File: config.mk
export PLATFORM = sky130hd
export DESIGN_NAME = sad_best_match_flat
export DESIGN_NICKNAME = d
export VERILOG_FILES = /design/src/rtl/sad_best_match_pkg.sv /design/src/rtl/sad_best_match_if.sv /design/src/rtl/sad_best_match_sad_min_cmp.sv /design/src/rtl/sad_best_match.sv /design/src/flat_wrapper.sv
export SDC_FILE = /design/constraint.sdc
export NUM_CORES = 1
export LEC_CHECK = 0
export ABC_AREA = 1
export CORE_MARGIN = 4
export CORE_UTILIZATION = 49
export DETAILED_ROUTE_END_ITERATION = 16
export PLACE_DENSITY = 0.75
export RECOVER_POWER = 100
export SLEW_MARGIN = 25
export SYNTH_ARGS = -nofsm -noshare
export SYNTH_HDL_FRONTEND = slang
export SYNTH_SLANG_ARGS = --single-unit
File: constraint.sdc
create_clock -name clk -period 2.1 [get_ports clk]
set_input_delay 0.315 -clock clk [delete_from_list [all_inputs] [get_ports clk]]
set_output_delay 0.315 -clock clk [all_outputs]
set_load 0.03 [all_outputs]
File: src/rtl/sad_best_match_pkg.sv
// rtl/sad_best_match_pkg.sv - shared motion-estimation types and constants
// Purpose: search FSM state enum, default SAD width and the all-ones SAD seed.
// Ports: none (package).
package sad_best_match_pkg;

  typedef enum logic [1:0] {
    ST_IDLE   = 2'd0,
    ST_SEARCH = 2'd1,
    ST_DONE   = 2'd2
  } state_t;

  // 4x8 block of 8-bit pixels: 8 bits + log2(32) growth.
  localparam int SAD_WIDTH_DEF = 13;

  // Wide enough for any practical SAD width; users truncate to their width.
  localparam logic [31:0] SAD_ONES = '1;

endpackage

File: src/rtl/sad_best_match_if.sv
// rtl/sad_best_match_if.sv - sequencer/SAD-side bus of the best-match controller
// Purpose: groups the start/sample inputs and the status/result outputs.
// Ports (master = sequencer, slave = controller):
//   start, sad_valid, sad_in           master -> slave
//   busy, done, best_sad, best_idx,
//   cand_count                         slave -> master
interface sad_best_match_if #(
  parameter int SAD_WIDTH = 13,
  parameter int IDX_WIDTH = 6
);

  logic                 start;
  logic                 sad_valid;
  logic [SAD_WIDTH-1:0] sad_in;
  logic                 busy;
  logic                 done;
  logic [SAD_WIDTH-1:0] best_sad;
  logic [IDX_WIDTH-1:0] best_idx;
  logic [IDX_WIDTH:0]   cand_count;

  modport master (
    output start, sad_valid, sad_in,
    input  busy, done, best_sad, best_idx, cand_count
  );

  modport slave (
    input  start, sad_valid, sad_in,
    output busy, done, best_sad, best_idx, cand_count
  );

endinterface

File: src/rtl/sad_best_match_sad_min_cmp.sv
// rtl/sad_best_match_sad_min_cmp.sv - combinational compare-and-select of the running minimum
// Purpose: picks the next (best_sad, best_idx) pair and flags a zero SAD.
// Ports:
//   best_sad, best_idx  in   current running minimum and its index
//   sad_in, index       in   candidate SAD and its index
//   first               in   candidate is the first of the window; always taken
//   next_sad, next_idx  out  updated minimum pair
//   is_zero             out  sad_in is a perfect match
module sad_min_cmp
  import sad_best_match_pkg::*;
#(
  parameter int SAD_WIDTH = SAD_WIDTH_DEF,
  parameter int IDX_WIDTH = 6
) (
  input  logic [SAD_WIDTH-1:0] best_sad,
  input  logic [IDX_WIDTH-1:0] best_idx,
  input  logic [SAD_WIDTH-1:0] sad_in,
  input  logic [IDX_WIDTH-1:0] index,
  input  logic                 first,
  output logic [SAD_WIDTH-1:0] next_sad,
  output logic [IDX_WIDTH-1:0] next_idx,
  output logic                 is_zero
);

  logic take;

  // Strict less-than keeps the earliest candidate on ties; the first sample
  // is forced so an all-ones SAD still replaces the all-ones seed.
  assign take     = first || (sad_in < best_sad);
  assign next_sad = take ? sad_in : best_sad;
  assign next_idx = take ? index  : best_idx;
  assign is_zero  = (sad_in == '0);

endmodule

File: src/rtl/sad_best_match.sv
// rtl/sad_best_match.sv - motion-estimation best-match search controller
// Purpose: tracks the minimum SAD and its candidate index over a search window,
//          finishing on the last candidate or on a zero SAD.
// Ports:
//   clk   in  rising-edge clock
//   rst   in  synchronous active-high reset
//   bus   sad_best_match_if.slave: start/sad_valid/sad_in in;
//         busy/done/best_sad/best_idx/cand_count out
module sad_best_match
  import sad_best_match_pkg::*;
#(
  parameter int SAD_WIDTH = SAD_WIDTH_DEF,
  parameter int NUM_CAND  = 64,
  parameter int IDX_WIDTH = 6
) (
  input  logic             clk,
  input  logic             rst,
  sad_best_match_if.slave  bus
);

  localparam logic [SAD_WIDTH-1:0] SAD_INIT = SAD_ONES[SAD_WIDTH-1:0];
  localparam logic [IDX_WIDTH:0]   LAST_CNT = (IDX_WIDTH+1)'(NUM_CAND - 1);
  localparam logic [IDX_WIDTH:0]   CNT_ONE  = (IDX_WIDTH+1)'(1);

  state_t               state;
  logic                 busy_q;
  logic                 done_q;
  logic [SAD_WIDTH-1:0] best_sad_q;
  logic [IDX_WIDTH-1:0] best_idx_q;
  logic [IDX_WIDTH:0]   cnt_q;

  logic [SAD_WIDTH-1:0] next_sad;
  logic [IDX_WIDTH-1:0] next_idx;
  logic                 is_zero;

  sad_min_cmp #(
    .SAD_WIDTH (SAD_WIDTH),
    .IDX_WIDTH (IDX_WIDTH)
  ) u_cmp (
    .best_sad (best_sad_q),
    .best_idx (best_idx_q),
    .sad_in   (bus.sad_in),
    .index    (cnt_q[IDX_WIDTH-1:0]),
    .first    (cnt_q == '0),
    .next_sad (next_sad),
    .next_idx (next_idx),
    .is_zero  (is_zero)
  );

  always_ff @(posedge clk) begin
    if (rst) begin
      state      <= ST_IDLE;
      busy_q     <= 1'b0;
      done_q     <= 1'b0;
      best_sad_q <= SAD_INIT;
      best_idx_q <= '0;
      cnt_q      <= '0;
    end else begin
      case (state)
        ST_IDLE: begin
          if (bus.start) begin
            state      <= ST_SEARCH;
            busy_q     <= 1'b1;
            best_sad_q <= SAD_INIT;
            best_idx_q <= '0;
            cnt_q      <= '0;
          end
        end
        ST_SEARCH: begin
          if (bus.sad_valid) begin
            best_sad_q <= next_sad;
            best_idx_q <= next_idx;
            cnt_q      <= cnt_q + CNT_ONE;
            // The final sample's update lands on the same edge as the exit.
            if (cnt_q == LAST_CNT || is_zero) begin
              state  <= ST_DONE;
              busy_q <= 1'b0;
              done_q <= 1'b1;
            end
          end
        end
        ST_DONE: begin
          state  <= ST_IDLE;
          done_q <= 1'b0;
        end
        default: begin
          state  <= ST_IDLE;
          busy_q <= 1'b0;
          done_q <= 1'b0;
        end
      endcase
    end
  end

  assign bus.busy       = busy_q;
  assign bus.done       = done_q;
  assign bus.best_sad   = best_sad_q;
  assign bus.best_idx   = best_idx_q;
  assign bus.cand_count = cnt_q;

endmodule

File: src/flat_wrapper.sv
// flat-port wrapper written by rule: the top's interface ports become plain ports
module sad_best_match_flat import sad_best_match_pkg::*;
#(
  parameter int SAD_WIDTH = SAD_WIDTH_DEF,
  parameter int NUM_CAND  = 64,
  parameter int IDX_WIDTH = 6
)
  (clk, rst, bus_start, bus_sad_valid, bus_sad_in, bus_busy, bus_done, bus_best_sad, bus_best_idx, bus_cand_count);
  sad_best_match_if #(.SAD_WIDTH(SAD_WIDTH), .IDX_WIDTH(IDX_WIDTH)) bus_i ();
  input  logic clk;
  input  logic rst;
  input wire logic [$bits(bus_i.start)-1:0] bus_start;
  input wire logic [$bits(bus_i.sad_valid)-1:0] bus_sad_valid;
  input wire logic [$bits(bus_i.sad_in)-1:0] bus_sad_in;
  output wire logic [$bits(bus_i.busy)-1:0] bus_busy;
  output wire logic [$bits(bus_i.done)-1:0] bus_done;
  output wire logic [$bits(bus_i.best_sad)-1:0] bus_best_sad;
  output wire logic [$bits(bus_i.best_idx)-1:0] bus_best_idx;
  output wire logic [$bits(bus_i.cand_count)-1:0] bus_cand_count;
  assign bus_i.start = bus_start;
  assign bus_i.sad_valid = bus_sad_valid;
  assign bus_i.sad_in = bus_sad_in;
  assign bus_busy = bus_i.busy;
  assign bus_done = bus_i.done;
  assign bus_best_sad = bus_i.best_sad;
  assign bus_best_idx = bus_i.best_idx;
  assign bus_cand_count = bus_i.cand_count;
  sad_best_match #(.SAD_WIDTH(SAD_WIDTH), .NUM_CAND(NUM_CAND), .IDX_WIDTH(IDX_WIDTH)) u_core (.clk(clk), .rst(rst), .bus(bus_i));
endmodule
==> results of run 1 <==
## layer usage
| layer | GRT usage | vias up | wire (microns) |
|---|---|---|---|
| li1 | - | 959 | - |
| met2 | 0.313 | 47 | 1830 |
| met4 | 0.0730 | 0 | 55 |
| met5 | 0 | - | 0 |
| met3 | 0.0389 | 6 | 218 |
| met1 | 0.251 | 790 | 1970 |
## stage by stage
step           worst slack, ns  setup TNS [ns]  hold WS (ns)  power, mW
2_1_floorplan            0.276               0         0.384       1.06
3_3_place_gp           0.00835               0         0.453       1.25
3_5_place_dp           -0.0188         -0.0630         0.468       1.26
4_1_cts                  0.216               0         0.480       1.84
5_1_grt                 0.0326               0         0.497       1.91
6_report                 0.224               0         0.472       1.80
## flip-flops by register name (all words and copies together), names as in the netlist
register	count
u_core.bus.busy	1
u_core.bus.cand_count	7
u_core.bus.done	1
u_core.bus.best_sad	13
u_core.state	2
u_core.bus.best_idx	6
## cell usage after synthesis (all sizes together)
cell	count
ha	14
a21oi	15
nand4	2
nand2	80
inv	53
dfxtp	30
nor3	6
a211oi	2
or2	1
o21ai	4
nand3	39
clkbuf	1
buf	8
nor2	22
## area by class of cell
cell class                      instances  area [sq um]
Clock buffer                            6          82.6
Inverter                               53           199
Clock inverter                          1          30.0
Timing Repair Buffer                   49           490
Fill cell                             310          1050
Multi-Input combinational cell        185           960
Sequential cell                        30           601
Tap cell                               46          57.6
## cells by family after synthesis
logic type | Yosys count | share of synthesized area
compound gates | 21 | 0.0604
flops | 30 | 0.330
simple gates | 150 | 0.373
fa+ha+maj | 14 | 0.0962
buf+inv | 62 | 0.141
## power groups by stage
stage	Clock [mW]	Combinational, mW	Sequential [mW]
6_report	0.584	0.558	0.662
5_1_grt	0.609	0.629	0.668
4_1_cts	0.592	0.583	0.665
3_5_place_dp	0	0.578	0.678
3_3_place_gp	0	0.574	0.677
2_1_floorplan	0	0.288	0.774
## worst min path at each step
stage                         endpoint  slack [ns]  depth (start not counted)
2_1_floorplan          u_core.bus.busy        0.38                          1
3_3_place_gp           u_core.bus.busy        0.45                          2
3_5_place_dp           u_core.bus.busy        0.47                          2
4_1_cts                u_core.bus.busy        0.48                          2
5_1_grt        u_core.bus.best_sad[12]        0.50                          2
6_report               u_core.bus.busy        0.47                          2
## tightest hold or removal path, stage by stage (launching register included)
cell     delay (ns)
dfxtp_1        0.31
nand2_1        0.06
a21oi_1        0.05
==> metrics.md, run 1 <==
| Metric | Value |
|---|---|
| Outcome | completed |
| Mapped cell area | around 0.0018 sq mm |
| P&R area growth vs syn | 32.8% |
| Hold Crit Class | flip-flop to flip-flop |
| Final setup vio count | 0 |
| Grt total ovfl | 0 |
| Layout net count | 355 |
| Fin crit share | 0.893 |
| Max-Cap Viols | 0 |
| Final non-filler cell total | between 300 and 400 |
| Unrepaired setup endpoints after global routing | no |
| CP arrival | around 2.1 ns |
| Critical Path End | u_core.bus.best_idx[3] |
| CTS tree | yes |
| Post-CTS Resized | 0 |
| Postcts setup bufs | 0 |
| Crit-path cells | clkdlybuf4s50_1 -> ha_1 -> nand2_1 -> inv_1 -> nand2_1 -> nand2_1 -> a21oi_1 -> nand2_2 -> nand2_4 -> buf_12 -> nand3_1 -> nand2_1 -> nor2_1 |
| Shortest period the worst path allows | about 1.9 ns |
| WL final | 4.08 mm |
| Hold_sp | u_core.bus.busy |
| WP data required | ~2.3 ns |
| Worst-Skew Late Latency | 0.28 ns |
| Area of the die | roughly 0.0048 sq mm |
| Per-cell routed wire length | approximately 11 microns |
| First-pass GRT wire length | 6.97 mm |
| P_int | about 1.2 mW |
| Reg2reg path depth | 13 |
| GPL Wtd Cong | ~0.84 |
| Core area | 0.00347 sq mm |
| Post-CTS Hold Fix Bufs | 0 |
| Vias | around 1800 |
| # clock sinks | 30 |
| Top cell type's share of synthesized area | 0.330 |
| Antenna cells | 0 |
| Most frequent cells in the layout | nand2_1 (76), inv_1 (50), nand3_1 (37) |
| Sw power | approximately 0.58 mW |
| Crit-path max cell delay | ~0.5 ns |
| Final Hold Vio Count | 0 |
| FP Rows | 21 |
| Critical Path Sink Type | flip-flop |
| Synth Register Bits | 30 |
| Synth area leaders | dfxtp_1 (33%), nand2_1 (16%), nand3_1 (9.9%) |
| Mapped Nets | just over 300 |
| Ports | 45 |
| Power Density | about 750 mW/mm^2 |
| Switching part of the total | 0.324 |
| Worst slew margin | 0.785 |
| Starting Density | 0.525 |
| Mapped Cells | 277 |
| R2R Path Start | u_core.bus.best_sad[12] |
| Reg2Reg Capture Point | u_core.bus.best_idx[3] |
| ANT nets after route | 0 |
| Layout Utilization | 0.698 |
| CTS root buf | clkbuf_8 |
| Maximum fanout along the worst path | 15 |
| Leakage | 1.29 nW |
| Die H | slightly below 70 microns |
| Clock power share | 0.324 |
| CP dominant cell by count | nand2_1 |
| CTS Buffer Depth | 2 |
| First-pass detailed-route iteration total | 4 |
| DR iter-0 viols | 96 |
| R2r setup slk | roughly 0.32 ns |
| Placed cells | between 300 and 400 |
| Peak VDD IR | around 0.0005 V |
| H-Tree Depth | 2 |
| CP bufs+invs | 3 |
| Worst setup path startpoint | bus_sad_in[12] |
| Setup CP Type | primary input to flip-flop |
| Startpoint Class | primary input |
| Die outline width | between 60 and 70 microns |
| Fmax achieved | around 0.53 GHz |
| Drc violations | 0 |
| Layout cells sized above 1 | 0.0741 |
| Number of synthesis warnings | 0 |
| Vias per cell | roughly 4.9 |
| Kind of cell adding the most delay to the critical path | buffers and inverters |
| Levels on crit path | 13 |
| Clock Pin Slew Worst Setup and Hold Paths | around 0.060 ns |
| Syn avg cell area | between 6 and 7 sq um |
| DP HPWL | approximately 3.2 mm |
| Leading cell type in the layout, fill and taps excluded | nand2_1 |
| Sequential power share | 0.367 |
| Design Area, Final | about 0.0024 sq mm |
| Post-DP Area | around 0.0023 sq mm |
| Slowest cell on the critical path | clkdlybuf4s50_1 |
| Vias in the first global route | roughly 1700 |
| Distinct cells, synth | 24 |
| Register area share after synthesis | 0.330 |
| Clk_skew | between 0.005 and 0.006 ns |
| Initial antenna violation count | 0 |
| Max Slew Vio Count | 0 |
| Total GRT Usage | 0.193 |
| Worst slew pin tran | 0.322 ns |
| Cell type with the largest total area after synthesis | dfxtp_1 |
| Comb pwr share | 0.309 |
| CTS buffer count | 5 |
| IO buf count | 44 |
| Largest net degree at the start of global routing | 21 |
Note: power is estimated with default switching activity, not from simulation.
==> run 2: changes to the inputs <==
==> constraint.sdc (replaced) <==
create_clock -name clk -period 2.1 [get_ports clk]
set_input_delay 0.21 -clock clk [delete_from_list [all_inputs] [get_ports clk]]
set_output_delay 0.21 -clock clk [all_outputs]
set_load 0.03 [all_outputs]
==> run 2 against run 1 <==
  * Non-clock buffer count shrank 2
  * Clock power fell by 19%
  * Die area did not move
  * Clock skew fell by 0.0028 ns
  * Critical path depth is the same
  * First-iteration DRC count decreased by 23%
  * Critical endpoint is now u_core.bus.best_idx[1]
==> metrics.md, run 2 (synthesis results as in run 1) <==
| Metric | Value |
|---|---|
| Ports | 45 (unchanged) |
| Final Hold Vio Count | 0 (unchanged) |
| Shortest period the worst path allows | 1.86 ns (was 1.88 ns) |
| Fmax achieved | 0.539 GHz (was 0.533 GHz) |
| WL final | 4.02 mm (was 4.08 mm) |
| Max reg flops | 13 (unchanged) |
| Area of the die | 0.00476 sq mm (unchanged) |
| Met1 WL | 1.90 mm (was 1.97 mm) |
| Layout cells sized above 1 | 0.0681 (was 0.0741) |
| Vias | 1768 (was 1802) |
| Worst Hold Depth | 2 (unchanged) |
| Power Density | 708 mW/mm^2 (was 746 mW/mm^2) |
| Fin Setup TNS | 0 ns (unchanged) |
| Peak VDD IR | 0.000466 V (was 0.000489 V) |
| Largest net degree at the start of global routing | 28 (was 21) |
| First-pass detailed-route iteration total | 4 (unchanged) |
| Leakage | 1.26 nW (was 1.29 nW) |
| Hold Crit Class | flip-flop to flip-flop (unchanged) |
| Design Area, Final | 0.00238 sq mm (was 0.00242 sq mm) |
| Crit-path cells | inv_1 -> ha_1 -> nand2_1 -> inv_1 -> nand2_1 -> nand2_1 -> a21oi_1 -> nand2_2 -> nand2_2 -> buf_12 -> nand3_1 -> nand2_1 -> nor2_1 (was clkdlybuf4s50_1 -> ha_1 -> nand2_1 -> inv_1 -> nand2_1 -> nand2_1 -> a21oi_1 -> nand2_2 -> nand2_4 -> buf_12 -> nand3_1 -> nand2_1 -> nor2_1) |
| Post-CTS Resized | 0 (unchanged) |
| Per-cell routed wire length | 10.9 microns (was 11.0 microns) |
| P_int | 1.10 mW (was 1.22 mW) |
| FP Rows | 21 (unchanged) |
| DP HPWL | 3.15 mm (was 3.19 mm) |
| ANT nets after route | 0 (unchanged) |
| CP dominant cell by count | nand2_1 (unchanged) |
| Drc violations | 0 (unchanged) |
| Fill cells | 336 (was 310) |
| Starting Density | 0.525 (unchanged) |
| Unrepaired setup endpoints after global routing | no (unchanged) |
| CTS tree | yes (unchanged) |
| CTS buffer count | 5 (unchanged) |
| Post-CTS Hold Fix Bufs | 0 (unchanged) |
| IO buf count | 44 (unchanged) |
| Initial antenna violation count | 0 (unchanged) |
| Final setup vio count | 0 (unchanged) |
| Postcts setup bufs | 0 (unchanged) |
| Startpoint Class | flip-flop (was primary input) |
| Setup CP Type | flip-flop to flip-flop (was primary input to flip-flop) |
| Max-Cap Viols | 0 (unchanged) |
| Levels on crit path | 13 (unchanged) |
| Kind of cell adding the most delay to the critical path | simple AND/OR/NAND/NOR gates (was buffers and inverters) |
| Grt total ovfl | 0 (unchanged) |
| Slowest cell on the critical path | dfxtp_1 (was clkdlybuf4s50_1) |
| Clock power share | 0.280 (was 0.324) |
| First-pass GRT wire length | 6.79 mm (was 6.97 mm) |
| P&R area growth vs syn | 30.6% (was 32.8%) |
| CTS root buf | clkbuf_8 (unchanged) |
| Top Layer Used | met4 (unchanged) |
| Core area | 0.00347 sq mm (unchanged) |
| CP arrival | 2.03 ns (was 2.05 ns) |
| Vias per cell | 4.79 (was 4.87) |
| Antenna cells | 0 (unchanged) |
| CP bufs+invs | 3 (unchanged) |
| Critical Path Sink Type | flip-flop (unchanged) |
| Fin crit share | 0.883 (was 0.893) |
| Reg2reg path depth | 13 (unchanged) |
| Clock Pin Slew Worst Setup and Hold Paths | 0.06 ns (about the same) |
| H-Tree Depth | 2 (unchanged) |
| CTS Buffer Depth | 2 (unchanged) |
| Sw power | 0.584 mW (about the same) |
| Vias in the first global route | 1611 (was 1659) |
| GPL Wtd Cong | 0.834 (was 0.845) |
| Area of the multi-input gates | 955 sq um (was 960 sq um) |
| Setup WS post-layout | 0.245 ns (was 0.224 ns) |
| Outcome | completed (unchanged) |
| Die outline width | 69.0 microns (unchanged) |
| Switching part of the total | 0.347 (was 0.324) |
| Place WS | 0.0588 ns (was -0.0188 ns) |
| Total GRT Usage | 0.190 (was 0.193) |
| Clk_skew | 0.00287 ns (was 0.00572 ns) |
| # clock sinks | 30 (unchanged) |
| Max Slew Vio Count | 0 (unchanged) |
| Worst slew pin tran | 0.324 ns (was 0.322 ns) |
| Sequential power share | 0.394 (was 0.367) |
| Maximum fanout along the worst path | 14 (was 15) |
| Most frequent cells in the layout | nand2_1 (76), inv_1 (49), nand3_1 (37) (was nand2_1 (76), inv_1 (50), nand3_1 (37)) |
| Worst-Skew Late Latency | 0.28 ns (about the same) |
| Met3 WL | 239 microns (was 218 microns) |
| Reg area | 601 sq um (unchanged) |
| Comb pwr share | 0.327 (was 0.309) |
| Worst slew margin | 0.783 (was 0.785) |
| Die H | 69.0 microns (unchanged) |
| Overall Power | 1.68 mW (was 1.80 mW) |
| Length of routed met2 wiring | 1.84 mm (was 1.83 mm) |
| Post-DP Area | 0.00230 sq mm (was 0.00231 sq mm) |
| Crit-path max cell delay | 0.35 ns (was 0.50 ns) |
| DR iter-0 viols | 74 (was 96) |
| WP data required | 2.28 ns (about the same) |
| Layout net count | 353 (was 355) |
| Leading cell type in the layout, fill and taps excluded | nand2_1 (unchanged) |
==> run 2: metal layers <==
metal  vias to the layer above  global-route usage
met5                         -                   0
met4                         0              0.0560
met3                         6              0.0551
met2                        47               0.295
met1                       765               0.255
li1                        950                   -
==> run 2: worst paths after layout <==
check	from	endpoint	slack, ns
setup / recovery	u_core.bus.best_sad[12]	u_core.bus.best_idx[1]	0.24
hold / removal	u_core.bus.busy	u_core.bus.busy	0.47
setup reg to reg	u_core.bus.best_sad[12]	u_core.bus.best_idx[1]	0.24
hold reg to reg	u_core.bus.busy	u_core.bus.busy	0.47
==> run 2: area by class of cell <==
cell class | instances | area share
multi-input cells | 185 | 0.401
well taps | 46 | 0.0242
clock inverters | 1 | 0.00210
flip-flops and latches | 30 | 0.252
clock buffers | 7 | 0.0363
inverters | 53 | 0.0836
repair buffers | 47 | 0.200
==> run 2: power groups by stage <==
| stage | Combinational, mW | Sequential, mW | Clock (mW) |
|---|---|---|---|
| floorplan | 0.288 | 0.774 | 0 |
| global placement | 0.567 | 0.678 | 0 |
| detailed placement | 0.575 | 0.678 | 0 |
| CTS | 0.578 | 0.666 | 0.488 |
| global route | 0.621 | 0.670 | 0.503 |
| finish | 0.550 | 0.663 | 0.471 |
==> run 2: worst register-to-register path: cells and delay by family, from the launching register on <==
| family | cells | cell delay [ns] |
|---|---|---|
| AOI/OAI and AO/OA | 1 | 0.17 |
| buffers and inverters | 3 | 0.27 |
| DFF | 1 | 0.35 |
| and+or+nand+nor | 8 | 0.65 |
| adders and majority gates | 1 | 0.31 |
==> run 2: metrics by stage <==
step / utilization / hold WS [ns] / instances
global placement: 0.662 / 0.455 / 361
detailed placement: 0.662 / 0.455 / 361
finish: 0.686 / 0.469 / 369
CTS: 0.689 / 0.469 / 369
floorplan: - / 0.279 / 277
global route: 0.686 / 0.480 / 369
